### src/rtl/uart_bcd_frame_sender_pkg.sv
// Shared constants and FSM encoding for the BCD-to-ASCII frame sender.
package uart_bcd_frame_sender_pkg;

  localparam logic [7:0] ASCII_ZERO  = 8'h30;
  localparam logic [7:0] ASCII_CR    = 8'h0D;
  localparam logic [7:0] ASCII_LF    = 8'h0A;
  localparam logic [7:0] ASCII_QMARK = 8'h3F;

  typedef enum logic [2:0] {
    ST_IDLE = 3'd0,
    ST_SEND = 3'd1,
    ST_CR   = 3'd2,
    ST_LF   = 3'd3,
    ST_FIN  = 3'd4
  } state_t;

endpackage

### src/rtl/uart_bcd_frame_sender_if.sv
// Byte stream toward the UART transmitter: valid/ready handshake, one byte per transfer.
interface uart_bcd_frame_sender_if;
  logic [7:0] tx_data;
  logic       tx_valid;
  logic       tx_ready;

  modport master (output tx_data, output tx_valid, input tx_ready);
  modport slave  (input tx_data, input tx_valid, output tx_ready);
endinterface

### src/rtl/uart_bcd_frame_sender_bcd_nibble_ascii.sv
// One BCD nibble to its ASCII digit; non-decimal codes become '?' so bad data stays visible.
module bcd_nibble_ascii
  import uart_bcd_frame_sender_pkg::*;
(
  input  logic [3:0] nib,
  output logic [7:0] ascii
);
  always_comb begin
    ascii = ASCII_QMARK;
    if (nib <= 4'd9) ascii = ASCII_ZERO + {4'h0, nib};
  end
endmodule

### src/rtl/uart_bcd_frame_sender.sv
// Snapshots a packed-BCD value and streams it MSD first as ASCII, optionally followed by CR/LF.
module uart_bcd_frame_sender
  import uart_bcd_frame_sender_pkg::*;
#(
  parameter int NDIGITS   = 8,
  parameter int SEND_CRLF = 1,
  parameter int LZ_BLANK  = 0
) (
  input  logic                   clk,
  input  logic                   rst_n,
  input  logic                   start,
  input  logic [4*NDIGITS-1:0]   bcd_in,
  uart_bcd_frame_sender_if.master tx,
  output logic                   busy,
  output logic                   done
);
  localparam int IDX_W = (NDIGITS > 1) ? $clog2(NDIGITS) : 1;

  state_t               state, nstate;
  logic [4*NDIGITS-1:0] snap, nsnap;
  logic [IDX_W-1:0]     idx, nidx, first_idx;
  logic [7:0]           ndata, asc;
  logic                 nvalid, loading, xfer;
  logic [3:0]           nib;
  int                   sel;

  assign loading = (state == ST_IDLE) || (state == ST_FIN);
  assign xfer    = tx.tx_valid && tx.tx_ready;
  assign busy    = (state == ST_SEND) || (state == ST_CR) || (state == ST_LF);
  assign done    = (state == ST_FIN);

  // Highest nonzero digit wins; an all-zero value falls back to the LSD.
  always_comb begin
    first_idx = IDX_W'(NDIGITS - 1);
    if (LZ_BLANK != 0) begin
      first_idx = '0;
      for (int i = 0; i < NDIGITS; i++)
        if (bcd_in[4*i +: 4] != 4'd0) first_idx = IDX_W'(i);
    end
  end

  // Single converter: the fresh input while loading, else the digit after the current one.
  always_comb begin
    sel = 0;
    if (loading)       sel = int'(first_idx);
    else if (idx != 0) sel = int'(idx) - 1;
    nib = loading ? 4'(bcd_in >> (4*sel)) : 4'(snap >> (4*sel));
  end

  bcd_nibble_ascii u_conv (.nib(nib), .ascii(asc));

  always_comb begin
    nstate = state;
    nsnap  = snap;
    nidx   = idx;
    ndata  = tx.tx_data;
    nvalid = tx.tx_valid;
    case (state)
      ST_IDLE, ST_FIN: begin
        nstate = ST_IDLE;
        if (start) begin
          nstate = ST_SEND;
          nsnap  = bcd_in;
          nidx   = first_idx;
          ndata  = asc;
          nvalid = 1'b1;
        end
      end
      ST_SEND: if (xfer) begin
        if (idx == 0) begin
          if (SEND_CRLF != 0) begin
            nstate = ST_CR;
            ndata  = ASCII_CR;
          end else begin
            nstate = ST_FIN;
            nvalid = 1'b0;
          end
        end else begin
          nidx  = idx - 1'b1;
          ndata = asc;
        end
      end
      ST_CR: if (xfer) begin
        nstate = ST_LF;
        ndata  = ASCII_LF;
      end
      ST_LF: if (xfer) begin
        nstate = ST_FIN;
        nvalid = 1'b0;
      end
      default: begin
        nstate = ST_IDLE;
        nvalid = 1'b0;
      end
    endcase
  end

  always_ff @(posedge clk or negedge rst_n) begin
    if (!rst_n) begin
      state       <= ST_IDLE;
      snap        <= '0;
      idx         <= '0;
      tx.tx_data  <= 8'h00;
      tx.tx_valid <= 1'b0;
    end else begin
      state       <= nstate;
      snap        <= nsnap;
      idx         <= nidx;
      tx.tx_data  <= ndata;
      tx.tx_valid <= nvalid;
    end
  end
endmodule
### src/flat_wrapper.sv
// flat-port wrapper written by rule: the top's interface ports become plain ports
module uart_bcd_frame_sender_flat import uart_bcd_frame_sender_pkg::*;
#(
  parameter int NDIGITS   = 8,
  parameter int SEND_CRLF = 1,
  parameter int LZ_BLANK  = 0
)
  (clk, rst_n, start, bcd_in, busy, done, tx_tx_data, tx_tx_valid, tx_tx_ready);
  uart_bcd_frame_sender_if tx_i ();
  input  logic clk;
  input  logic rst_n;
  input  logic start;
  input  logic [4*NDIGITS-1:0] bcd_in;
  output logic busy;
  output logic done;
  output wire logic [$bits(tx_i.tx_data)-1:0] tx_tx_data;
  output wire logic [$bits(tx_i.tx_valid)-1:0] tx_tx_valid;
  input wire logic [$bits(tx_i.tx_ready)-1:0] tx_tx_ready;
  assign tx_tx_data = tx_i.tx_data;
  assign tx_tx_valid = tx_i.tx_valid;
  assign tx_i.tx_ready = tx_tx_ready;
  uart_bcd_frame_sender #(.NDIGITS(NDIGITS), .SEND_CRLF(SEND_CRLF), .LZ_BLANK(LZ_BLANK)) u_core (.clk(clk), .rst_n(rst_n), .start(start), .bcd_in(bcd_in), .tx(tx_i), .busy(busy), .done(done));
endmodule
### config.mk
export PLATFORM = sky130hd
export DESIGN_NAME = uart_bcd_frame_sender_flat
export DESIGN_NICKNAME = d
export VERILOG_FILES = /design/src/rtl/uart_bcd_frame_sender_pkg.sv /design/src/rtl/uart_bcd_frame_sender_if.sv /design/src/rtl/uart_bcd_frame_sender_bcd_nibble_ascii.sv /design/src/rtl/uart_bcd_frame_sender.sv /design/src/flat_wrapper.sv
export SDC_FILE = /design/constraint.sdc
export NUM_CORES = 1
export LEC_CHECK = 0
export BUFFER_PORTS_ARGS = -buffer_cell sky130_fd_sc_hd__buf_2
export CAP_MARGIN = 30
export CORE_AREA = 2 2 104 106
export DETAILED_ROUTE_END_ITERATION = 6
export DIE_AREA = 0 0 106 108
export PLACE_DENSITY = 0.5
export SLEW_MARGIN = 20
export SYNTH_ARGS = -nofsm -noshare
export SYNTH_HDL_FRONTEND = slang
export SYNTH_HIERARCHICAL = 1
export SYNTH_SLANG_ARGS = --single-unit
export TNS_END_PERCENT = 20
### constraint.sdc
create_clock -name clk -period 2.7 [get_ports clk]
set_input_delay 0.135 -clock clk [delete_from_list [all_inputs] [get_ports clk]]
set_output_delay 0.135 -clock clk [all_outputs]
set_load 0.02 [all_outputs]
==> impl_metrics.py, run 1 <==
metrics = {
    "setup_path": {
        "reg2reg_from": "u_core/idx[1]",
        "end_kind": "register",
        "worst_setup_path_start_kind": "register",
        "cp.arrival_ps": 2600,
        "reg2reg_slack_ps": 310,
        "critPathKind": "register to register",
        "reg2reg_depth": 10,
        "worstPathMaxFanout": 8,
        "worstPathRequired_ps": 2910,
        "rr_endpoint": "u_core/tx.tx_data[0]",
    },
    "timing": {
        "slew_headroom_pct": 52.88,
        "skew_ps": 5.275,
        "finalHoldViolations": 0,
        "worst_pin_slew_ps": 705.2,
        "fmax_mhz": 418.6,
        "setup_viol": 0,
        "timing.final.ws_setup_ps": 311.1,
        "finalMaxSlewViolations": 0,
        "period_share_pct": 88.48,
        "setup-tns-final_ps": 0,
        "worst_hold_slack_ps": 40.95,
        "fin_crit_ps": 2389,
    },
    "clock_network": {
        "cts_tree": "done",
        "clk_path_buf_depth": 2,
        "worst_skew_pair.late_latency_ps": 300,
        "ctsHtreeMaxLevel": 2,
        "cts-root-buf": "clkbuf_8",
        "clk_pin_slew_ps": 90,
        "cts_made_buffers": 5,
        "postCtsSetupBuffers": 0,
        "clock-sinks": 47,
    },
    "global_routing": {
        "grt_pass1_vias": 1910,
        "grt_pass1_wl_microns": 9804,
        "grt_usage_pct": 10.82,
        "antenna_found_initial": 0,
        "grt-ovfl-total": 0,
        "grt_max_degree": 26,
    },
    "power": {
        "seqPwrFrac_pct": 34.7,
        "switching_share_pct": 41.92,
        "power_switching_w": 0.001539,
        "internal_power_w": 0.002132,
        "irDropWorstVdd_v": 0.0003627,
        "pwr-share-comb_pct": 53.9,
        "p_per_area_mw_per_mm2": 1240,
        "clkPwrFrac_pct": 11.3,
        "p_leak_nw": 1.350,
    },
    "detailed_routing": {
        "wl_per_cell_microns": 13.86,
        "first_pass_iters": 4,
        "drc": 0,
        "drt_iter0_markers": 77,
        "vias": 1849,
        "ant_nets": 0,
        "drt_wl_total_microns": 5809,
        "viasPerCell": 4.413,
    },
    "yosys": {
        "syn_inst": 239,
        "yosysWarnings": 6,
        "avgSynthCellArea_sq_um": 10.52,
        "ys_types": 46,
        "ys_ff_latch": 47,
        "netlist_area_sq_mm": 0.002514,
        "ys_seq_area_share_pct": 46.79,
    },
    "floorplan": {
        "dieArea_sq_mm": 0.01145,
        "core-area_sq_mm": 0.01023,
        "fp.dieH_microns": 108,
        "die_x_microns": 106,
        "rows": 37,
        "io_pins": 47,
        "initial_core_util_pct": 24.57,
    },
    "final_layout": {
        "drive_gt1_share_pct": 36.75,
        "stdcell_area_sq_mm": 0.002960,
        "final_cell_mix": "dfrtp_1 (47), buf_2 (46), mux2_2 (32)",
        "nNetsFinal": 320,
        "n_antenna_cell": 0,
        "area_growth_pct": 17.77,
        "final_common_cell": "dfrtp_1",
    },
    "placed_design": {
        "globalplace.congestion": 0.8022,
        "place_area_sq_mm": 0.002853,
        "hpwl_microns": 4441,
        "dpl_worst_slack_ps": 234.6,
        "io_buffers": 46,
    },
    "min_path": {
        "min_path_type": "input port to register",
        "worstHoldPathCells": 3,
        "hold_start": "bcd_in[14]",
        "holdPathEnd": "u_core/snap[14]",
    },
    "status": {
        "status": "finished clean",
    },
    "job": {
        "cap_violations": 0,
    },
}
==> synthesized netlist by cell type, drive strengths merged <==
library cell	number	area, sq um
nand2b	5	38.78
nor2	18	83.83
o311ai	1	8.760
mux2	33	375.4
nor3	9	61.31
conb	2	7.510
o31ai	3	27.52
nor2b	1	6.260
mux2i	4	40.04
a22o	5	43.79
xnor2	1	8.760
a21oi	14	70.07
ha	2	25.02
a211oi	2	15.01
o2bb2ai	1	8.760
dfrtp	47	1176
and3	1	6.260
nand2	21	78.83
a221o	1	10.01
nand4	1	6.260
o21ai	21	105.1
a21o	2	15.01
a22oi	3	22.52
inv	5	18.77
buf	16	117.6
and2	2	12.51
clkbuf	4	16.26
nor3b	2	20.02
nand3	3	15.01
o22ai	2	12.51
or2	1	8.760
a31oi	3	18.77
o221ai	1	8.760
a221oi	2	23.77
==> worst max path at each step <==
stage | startpoint | endpoint | slack [ps] | depth (start not counted)
after floorplan | u_core/idx[0] | u_core/tx.tx_data[0] | 420 | 11
after global placement | u_core/idx[1] | u_core/tx.tx_data[0] | 280 | 10
after detailed placement | u_core/idx[1] | u_core/tx.tx_data[0] | 230 | 10
after CTS | u_core/idx[1] | u_core/tx.tx_data[0] | 210 | 10
after global routing | u_core/idx[1] | u_core/tx.tx_data[0] | -4 | 10
final | u_core/idx[1] | u_core/tx.tx_data[0] | 310 | 10
==> cells by family after synthesis <==
logic type	after synthesis	synth area share, %
AND/OR/NAND/NOR	64	13.44
AO/OA/AOI/OAI	61	15.53
flip-flops	47	46.79
multiplexers	37	16.53
buffers and inverters	25	6.072
adder cells (fa/ha/maj)	2	0.9954
other	2	0.2988
XOR/XNOR	1	0.3485
==> critical path, stage by stage (launching register included) <==
cell,delay (ps)
dfrtp_1,430
inv_1,100
ha_1,400
o31ai_2,330
a22oi_1,150
and3_1,210
nor3_2,260
o21ai_1,100
nand2b_1,80
nor2_1,40
o31ai_1,200
==> routing by layer <==
layer | GRT usage [%] | share of wire, % | up-vias
met2 | 17.56 | 47 | 40
met4 | 3.195 | 1.2 | 0
met1 | 14.59 | 48 | 870
met5 | 0 | 0 | -
li1 | - | - | 932
met3 | 2.291 | 3.7 | 7
==> power groups by stage <==
stage / Clock (W) / Sequential, W / Combinational, W
2_1_floorplan: 0 / 0.00126 / 0.00153
3_3_place_gp: 0 / 0.00129 / 0.00193
3_5_place_dp: 0 / 0.00129 / 0.00195
4_1_cts: 0.000438 / 0.00128 / 0.00196
5_1_grt: 0.000470 / 0.00133 / 0.00223
6_report: 0.000416 / 0.00127 / 0.00198
==> layout make-up <==
type	count	area (sq um)
fill	1083	7271
multi-input combinational	169	1205
sequential	47	1176
timing repair buffer	54	305.3
tap	136	170.2
clock buffer	6	72.57
inverter	5	18.77
clock inverter	2	12.51
==> registers in the layout (all words and copies together) (netlist names) <==
signal              cells
u_core/tx.tx_data       8
u_core/idx              3
u_core/snap            32
u_core/tx.tx_valid      1
u_core/state            3
==> through the flow <==
step / utilization, % / power, W / instances
global route: 28.93 / 0.004025 / 419
detailed placement: 27.88 / 0.003243 / 410
global placement: 27.69 / 0.003217 / 409
CTS: 28.81 / 0.003676 / 419
floorplan: - / 0.002788 / 241
finish: 28.93 / 0.003670 / 419
==> timing repair <==
item | 4_1_cts | 5_1_grt
resized for setup | 0 | 3
endpoints found under the setup margin | 0 | 3
endpoints found under the hold margin | 22 | 0
hold buffers | 1 | 0
Note: power is estimated with default switching activity, not from simulation.
==> run 2: changes to the inputs <==
Settings changed: CTS_BUF_LIST from default to sky130_fd_sc_hd__clkbuf_16.
==> run 2 against run 1 <==
Net effect:
- largest power group unchanged
- via count increased by 0.32%
- first-iteration DRC count decreased by 19%
- critical path depth unchanged
- critical endpoint unchanged
==> impl_metrics.py, run 2 (same netlist as run 1, synthesis figures left out) <==
metrics = {
    "floorplan": {
        "core-area_sq_mm": 0.01023,
        "rows": 37,
        "initial_core_util_pct": 24.57,
        "fp.dieH_microns": 108,
        "die_x_microns": 106,
        "dieArea_sq_mm": 0.01145,
        "io_pins": 47,
    },
    "detailed_routing": {
        "drt_wl_total_microns": 5827,
        "drc": 0,
        "ant_nets": 0,
        "wl_per_cell_microns": 13.91,
        "vias": 1855,
        "drt_iter0_markers": 62,
        "viasPerCell": 4.427,
        "first_pass_iters": 5,
    },
    "timing": {
        "finalHoldViolations": 0,
        "period_share_pct": 87.99,
        "finalMaxSlewViolations": 0,
        "worst_hold_slack_ps": 53.36,
        "slew_headroom_pct": 53.42,
        "skew_ps": 4.755,
        "setup-tns-final_ps": 0,
        "rsz0062_at_grt": "no",
        "fmax_mhz": 420.9,
        "setup_viol": 0,
        "fin_crit_ps": 2376,
        "worst_pin_slew_ps": 697.1,
    },
    "final_layout": {
        "nNetsFinal": 320,
        "n_antenna_cell": 0,
        "largest_reg_flops": 32,
        "drive_gt1_share_pct": 36.75,
        "top_register": "u_core/snap",
        "final_common_cell": "dfrtp_1",
        "final_util_pct": 29.49,
        "top_regs": "u_core/snap x32, u_core/tx.tx_data x8",
        "area_growth_pct": 20.01,
        "final_cell_mix": "dfrtp_1 (47), buf_2 (46), mux2_2 (32)",
    },
    "placed_design": {
        "hpwl_microns": 4441,
        "io_buffers": 46,
        "globalplace.congestion": 0.8022,
    },
    "setup_path": {
        "cp_cell_sequence": "inv_1 > ha_1 > o31ai_2 > a22oi_1 > and3_1 > nor3_2 > o21ai_1 > nand2b_1 > nor2_1 > o31ai_1",
        "worst_setup_path_start_kind": "register",
        "worstSetupPathDepth": 10,
        "cpLargestDelayFamily": "compound AO/OA/AOI/OAI gates",
        "cpPeakStageDelay_ps": 420,
        "critical_path_buf_inv_count": 1,
        "reg2reg_slack_ps": 320,
        "end_kind": "register",
        "worstPathRequired_ps": 2890,
        "critPathKind": "register to register",
        "critPathSlowestCell": "dfrtp_1",
        "worstPathMaxFanout": 8,
        "rr_endpoint": "u_core/tx.tx_data[0]",
        "reg2reg_from": "u_core/idx[1]",
        "cp.arrival_ps": 2570,
        "reg2reg_depth": 10,
        "cp-startpoint": "u_core/idx[1]",
    },
    "clock_network": {
        "ctsHtreeMaxLevel": 2,
        "cts-root-buf": "clkbuf_16",
        "cts_tree": "done",
        "clk_pin_slew_ps": 60,
        "postCtsSetupBuffers": 0,
        "worst_skew_pair.late_latency_ps": 290,
        "cts_made_buffers": 5,
        "clk_path_buf_depth": 2,
        "clock-sinks": 47,
    },
    "power": {
        "p_per_area_mw_per_mm2": 1279,
        "p_total_w": 0.003858,
        "irDropWorstVdd_v": 0.0003672,
        "p_leak_nw": 1.380,
    },
    "min_path": {
        "holdPathEnd": "u_core/snap[14]",
        "worstHoldPathCells": 3,
        "min_path_type": "input port to register",
        "hold_start": "bcd_in[14]",
    },
    "global_routing": {
        "grt_pass1_wl_microns": 9804,
        "grt_pass1_vias": 1892,
        "grt_usage_pct": 10.81,
        "antenna_found_initial": 0,
        "grt-ovfl-total": 0,
        "grt_max_degree": 26,
    },
    "status": {
        "status": "finished clean",
    },
    "job": {
        "cap_violations": 0,
    },
}
-- run 2: changes by cell type in the layout (fill, tap and decap cells not counted) --
cell,delta
clkbuf_1,-1
clkbuf_16,+5
clkbuf_8,-5
inv_1,+1
-- run 2: layout make-up --
class                           count  area (sq um)
Timing Repair Buffer               54         305.3
Clock inverter                      3         16.27
Sequential cell                    47          1176
Inverter                            5         18.77
Tap cell                          136         170.2
Multi-Input combinational cell    169          1205
Clock buffer                        5         125.1
Fill cell                        1074          7214
-- run 2: power breakdown --
part	switching [W]	internal (W)
logic	0.00107	0.000915
clock network	0.000257	0.000338
registers	0.000239	0.00104
total	0.00157	0.00229
-- run 2: worst min-delay path: cells and delay by family --
family | cells | cell delay [ps]
simple gates | 1 | 30
buf+inv | 1 | 70
compound gates | 1 | 60
-- run 2: metal layers --
layer	track usage (%)	up-vias	wire length, microns
met5	0	-	0
met1	14.63	876	2828
met4	2.068	0	34
met2	17.47	42	2702
met3	3.014	4	262
li1	-	933	-
-- run 2: how the worst max path moves through the flow --
stage | to
final | u_core/tx.tx_data[0]
after global routing | u_core/tx.tx_data[0]
after CTS | u_core/tx.tx_data[0]
after detailed placement | u_core/tx.tx_data[0]
after global placement | u_core/tx.tx_data[0]
after floorplan | u_core/tx.tx_data[0]
-- run 2: repair_timing --
item | CTS | global route
setup endpoints to repair | 0 | 2
hold endpoints to repair | 22 | 0
hold buffers | 1 | 0
resized for setup | 0 | 3
-- run 2: through the flow --
step | setup slack [ps] | cells | instance area [sq um]
3_3_place_gp | 282.8 | 409 | 2833
3_5_place_dp | 234.6 | 410 | 2853
4_1_cts | 215.8 | 419 | 3004
2_1_floorplan | 415.8 | 241 | 2521
6_report | 324.1 | 419 | 3017
5_1_grt | 16.34 | 419 | 3017
